$ cat src/rtl/serial_sub.sv
// -----------------------------------------------------------------------------
// serial_sub
//
// Purpose:
//   This is a bit-serial subtractor. It computes d = a - b - bin modulo
//   2^WIDTH, and it processes one bit per clock, LSB first.
//   - An accepted start captures the operands and the borrow-in.
//   - WIDTH RUN cycles follow.
//   - A single DONE cycle then pulses done and presents the result.
//
// Configuration:
//   SERIAL_SUB_OVF_EN - when defined, adds the ovf output. ovf is the signed
//                       two's-complement overflow of the subtraction.
//
// Ports:
//   clk    in   sole clock, rising edge
//   rst_n  in   asynchronous active-low reset
//   start  in   request; accepted in IDLE or DONE
//   a      in   [WIDTH] minuend
//   b      in   [WIDTH] subtrahend
//   bin    in   borrow-in
//   busy   out  high while the operation is running
//   done   out  one-cycle pulse when d/bout(/ovf) become valid
//   d      out  [WIDTH] difference, held until the next result
//   bout   out  borrow-out (unsigned underflow)
//   ovf    out  signed overflow (SERIAL_SUB_OVF_EN only)
//
// States:
//   state  | meaning
//   S_IDLE | waiting for start
//   S_RUN  | shifting one bit per cycle through the subtractor
//   S_DONE | result loaded, done pulsed; start here chains the next op
// -----------------------------------------------------------------------------
module serial_sub #(
    parameter int WIDTH = 8
) (
    input  logic             clk,
    input  logic             rst_n,
    input  logic             start,
    input  logic [WIDTH-1:0] a,
    input  logic [WIDTH-1:0] b,
    input  logic             bin,
    output logic             busy,
    output logic             done,
    output logic [WIDTH-1:0] d,
`ifdef SERIAL_SUB_OVF_EN
    output logic             bout,
    output logic             ovf
`else
    output logic             bout
`endif
);

    localparam int CW = $clog2(WIDTH + 1);

    typedef enum logic [1:0] {
        S_IDLE = 2'd0,
        S_RUN  = 2'd1,
        S_DONE = 2'd2
    } state_t;

    state_t           r_state;
    state_t           w_state_next;

    logic [WIDTH-1:0] r_a;
    logic [WIDTH-1:0] r_b;
    logic [WIDTH-1:0] r_dsh;
    logic [WIDTH-1:0] r_d;
    logic             r_br;
    logic             r_bout;
    logic [CW-1:0]    r_cnt;
`ifdef SERIAL_SUB_OVF_EN
    logic             r_ovf;
`endif

    logic             w_ai;
    logic             w_bi;
    logic             w_diff;
    logic             w_br_next;
    logic             w_last;
    logic             w_accept;
    logic [WIDTH-1:0] w_dsh_next;

    assign w_ai      = r_a[0];
    assign w_bi      = r_b[0];
    assign w_diff    = w_ai ^ w_bi ^ r_br;
    assign w_br_next = (~w_ai & w_bi) | (~(w_ai ^ w_bi) & r_br);
    assign w_last    = (r_cnt == CW'(WIDTH - 1));
    assign w_accept  = start && (r_state != S_RUN);

    // Each new difference bit enters at the MSB. After WIDTH shifts, bit 0
    // sits in bit 0. This form also stays legal when WIDTH == 1.
    assign w_dsh_next = (r_dsh >> 1) | (WIDTH'(w_diff) << (WIDTH - 1));

    always_ff @(posedge clk or negedge rst_n) begin
        if (!rst_n) begin
            r_state <= S_IDLE;
        end else begin
            r_state <= w_state_next;
        end
    end

    always_comb begin
        w_state_next = r_state;
        case (r_state)
            S_IDLE:  if (start) w_state_next = S_RUN;
            S_RUN:   if (w_last) w_state_next = S_DONE;
            S_DONE:  w_state_next = start ? S_RUN : S_IDLE;
            default: w_state_next = S_IDLE;
        endcase
    end

    always_ff @(posedge clk or negedge rst_n) begin
        if (!rst_n) begin
            r_a    <= '0;
            r_b    <= '0;
            r_dsh  <= '0;
            r_d    <= '0;
            r_br   <= 1'b0;
            r_bout <= 1'b0;
            r_cnt  <= '0;
`ifdef SERIAL_SUB_OVF_EN
            r_ovf  <= 1'b0;
`endif
        end else if (w_accept) begin
            r_a   <= a;
            r_b   <= b;
            r_br  <= bin;
            r_dsh <= '0;
            r_cnt <= '0;
        end else if (r_state == S_RUN) begin
            r_a   <= r_a >> 1;
            r_b   <= r_b >> 1;
            r_br  <= w_br_next;
            r_dsh <= w_dsh_next;
            r_cnt <= r_cnt + CW'(1);
            if (w_last) begin
                r_d    <= w_dsh_next;
                r_bout <= w_br_next;
`ifdef SERIAL_SUB_OVF_EN
                // On the last bit, r_a[0] and r_b[0] hold the captured
                // operand MSBs, and w_diff is the result MSB.
                r_ovf  <= (w_ai ^ w_bi) & (w_ai ^ w_diff);
`endif
            end
        end
    end

    assign busy = (r_state == S_RUN);
    assign done = (r_state == S_DONE);
    assign d    = r_d;
    assign bout = r_bout;
`ifdef SERIAL_SUB_OVF_EN
    assign ovf  = r_ovf;
`endif

endmodule

$ cat config.mk
export PLATFORM = sky130hd
export DESIGN_NAME = serial_sub
export DESIGN_NICKNAME = d
export VERILOG_FILES = /design/src/rtl/serial_sub.sv
export SDC_FILE = /design/constraint.sdc
export NUM_CORES = 1
export LEC_CHECK = 0
export BUFFER_PORTS_ARGS = -buffer_cell sky130_fd_sc_hd__buf_2
export CAP_MARGIN = 20
export CORE_ASPECT_RATIO = 0.75
export CORE_UTILIZATION = 35
export CTS_BUF_LIST = sky130_fd_sc_hd__clkbuf_2 sky130_fd_sc_hd__clkbuf_4 sky130_fd_sc_hd__clkbuf_8
export CTS_CLUSTER_SIZE = 30
export DETAILED_ROUTE_END_ITERATION = 8
export PLACE_DENSITY = 0.54
export REMOVE_ABC_BUFFERS = 1
export SYNTH_ARGS = -nofsm -noshare
export SYNTH_HDL_FRONTEND = slang
export SYNTH_SLANG_ARGS = --single-unit
$ cat constraint.sdc
create_clock -name clk -period 1.63 [get_ports clk]
set_input_delay 0.326 -clock clk [delete_from_list [all_inputs] [get_ports clk]]
set_output_delay 0.326 -clock clk [all_outputs]
set_load 0.01 [all_outputs]
==> flow_metrics.tcl <==
set metrics [dict create \
    path_max_fanout 3 \
    cts_buffers 5 \
    dp_worst_setup_slack_ns 0.1730 \
    die_h_um 62.03 \
    gp_congestion 0.6945 \
    crit_arrival_ns 1.17 \
    synth_top_family_by_area "multiplexers" \
    synth_async_sr_flop_share 1.000 \
    min-delay-start "b[7]" \
    tightest_slew_ns 0.3648 \
    grt_pass1_wl_um 5064 \
    r2r_slack_ns 0.17 \
    num-fill-cells 439 \
    firstDrtPassIters 4 \
    grt_antenna_before_repair 0 \
    hpwl_um 2123 \
    dieArea_um2 5089 \
    die_w_um 82.04 \
    maxCapViolCount 0 \
    synthAdderAreaFrac 0.01935 \
    io_pins 31 \
    ant_nets 0 \
    drcViolationCount 0 \
    holdPathEnd "r_b[7]$_DFFE_PN0P_" \
    synth_compound_area_frac 0.08631 \
    syn_area_um2 1682 \
    r2r-start "r_cnt[0]$_DFFE_PN0P_" \
    areaGrowthSynthToFinish_pct 21.50 \
    yosysSeqAreaShare 0.5804 \
    r2r_cells 5 \
    start_util 0.3699 \
    fin_nets 209 \
    critical_path_class "flop to primary output" \
    required_ns 1.30 \
    hold_viol_final 0 \
    power.leakage_nw 0.9863 \
    drive_above_1_share 0.2926 \
    io_buffer_count 30 \
    min_path_cells 3 \
    num_vias 1137 \
    cts_sinks 39 \
    yosys_most_used_dff "dfrtp_1" \
    min_period_ns 1.500 \
    post_cts_buffers 0 \
    fin_crit_sh 0.9200 \
    drt_iter0_markers 63 \
    synth_mux_area_frac 0.1674 \
    num_antenna_cells 0 \
    synth_area_per_cell_um2 11.06 \
    stdcell_count 245 \
    power.total_mw 3.549 \
    wl_per_cell_um 12.56 \
    max_slew_margin 0.7565 \
    irDropWorstVdd_uv 764.2 \
    start_kind "flop" \
    status "finished, final reports clean" \
    fin_ws_ns 0.1304 \
    syn_inst 152 \
    via_per_inst 4.641 \
    cts_buffer_depth 2 \
    skew_ns 0.004575 \
    htree_num_levels 2 \
    setup_tns_ns 0 \
    dp_cells 236 \
    first_global_vias 1121 \
    drt_wl_total_um 3077 \
    clkTransAtPathRegs_ns 0.08 \
    rsz0062_at_grt "no" \
    overflow 0 \
    core_um2 4546 \
    hold_class "input port to flop" \
    cellPowerDensity_nw_per_um2 1737 \
    num_rows 21 \
    timing.rr.end "d[5]$_DFFE_PN0P_" \
    slew_violations 0 \
    ys_types 19 \
    ys_seq_elements 39 \
    timing.hold.ws_ns 0.2860 \
    grt_use_total 0.1392 \
    crit_path_end_kind "primary output" \
    clockRootBuffer "clkbuf_8" \
    clock_latency_ns 0.29 \
    yosys_warnings 0 \
    synth_edf_count 0 \
    synthSimpleGateAreaFrac 0.1042 \
    cts_tree "built" \
    synth_xor_area_frac 0.005208 \
    grt_max_degree 43 \
    setup_viol 0 \
    max_clock_freq_mhz 666.9 \
]
==> layout make-up <==
cell class                      instances  area, µm²  share of cell area
Tap cell                               57      71.32             0.03491
Timing Repair Buffer                   37      230.2              0.1127
Clock inverter                          1      7.507            0.003674
Clock buffer                            7      96.34             0.04715
Inverter                                5      18.77            0.009186
Multi-Input combinational cell         99      643.1              0.3148
Sequential cell                        39      975.9              0.4776
==> stage by stage <==
step | util | area (µm²)
5_1_grt | 0.4495 | 2043
3_5_place_dp | 0.4244 | 1929
4_1_cts | 0.4495 | 2043
6_report | 0.4495 | 2043
2_1_floorplan | - | 1638
3_3_place_gp | 0.4244 | 1929
==> timing repair <==
action	CTS	global route
hold endpoints to repair	34	0
setup endpoints to repair	0	1
resized for setup	0	1
hold buffers	1	0
==> cell usage after synthesis (2+ instances only) <==
| cell | n | area [µm²] |
|---|---|---|
| o21ai_0 | 26 | 130.1 |
| mux2i_1 | 18 | 180.2 |
| buf_2 | 2 | 10.01 |
| mux2_2 | 9 | 101.4 |
| nand3_1 | 3 | 15.01 |
| nor2_1 | 2 | 7.510 |
| nand2_1 | 33 | 123.9 |
| inv_1 | 5 | 18.77 |
| dfrtp_1 | 39 | 975.9 |
| clkbuf_1 | 6 | 22.52 |
==> where the power goes <==
group | internal [mW] | switching (mW)
logic | 0.554 | 0.646
clock network | 0.385 | 0.333
registers | 1.39 | 0.246
total | 2.32 | 1.22
==> flip-flops by register name, indices dropped and copies added, names as in the netlist <==
signal   flops
d            8
r_cnt        4
r_dsh        7
bout         1
r_a          8
r_br         1
r_b          8
r_state      2
==> critical path, cell delays in order (launching register included) <==
cell	delay (ns)
dfrtp_1	0.38
nand2b_1	0.22
inv_2	0.15
buf_2	0.15
==> layer usage <==
| metal | wire length, µm | share of wire | vias up | global-route usage |
|---|---|---|---|---|
| met3 | 137 | 0.045 | 6 | 0.03796 |
| met5 | 0 | 0 | - | 0 |
| met4 | 45 | 0.015 | 0 | 0.08271 |
| met1 | 1472 | 0.48 | 538 | 0.1677 |
| met2 | 1421 | 0.46 | 17 | 0.2279 |
| li1 | - | - | 576 | - |
==> kinds of logic (layout without fill, tap and decap cells) <==
logic type | Yosys count | count (layout)
AO/OA/AOI/OAI | 28 | 28
XOR/XNOR | 1 | 1
adder cells (fa/ha/maj) | 2 | 2
buffers and inverters | 14 | 50
flip-flops | 39 | 39
multiplexers | 27 | 27
AND/OR/NAND/NOR | 41 | 41
==> how the worst max path moves through the flow <==
stage	to	slack [ns]	from
6_report	busy	0.13	r_state[1]$_DFFE_PN0P_
5_1_grt	busy	0.06	r_state[1]$_DFFE_PN0P_
4_1_cts	busy	0.05	r_state[1]$_DFFE_PN0P_
3_5_place_dp	d[2]$_DFFE_PN0P_	0.17	r_cnt[0]$_DFFE_PN0P_
3_3_place_gp	d[5]$_DFFE_PN0P_	0.21	r_cnt[0]$_DFFE_PN0P_
2_1_floorplan	r_state[0]$_DFFE_PN0P_	-0.05	r_state[1]$_DFFE_PN0P_
==> cell usage in the layout (no fill, tap or decap), types with 2 or more instances in the layout <==
| cell | Yosys | routed |
|---|---|---|
| nor2_1 | 2 | 2 |
| dfrtp_1 | 39 | 39 |
| buf_4 | 0 | 4 |
| mux2i_1 | 18 | 18 |
| nand2_1 | 33 | 33 |
| buf_2 | 2 | 30 |
| mux2_2 | 9 | 9 |
| clkbuf_8 | 0 | 7 |
| nand3_1 | 3 | 3 |
| inv_1 | 5 | 4 |
| buf_12 | 0 | 2 |
| o21ai_0 | 26 | 26 |
No activity file was read; power rests on OpenSTA's default activity.
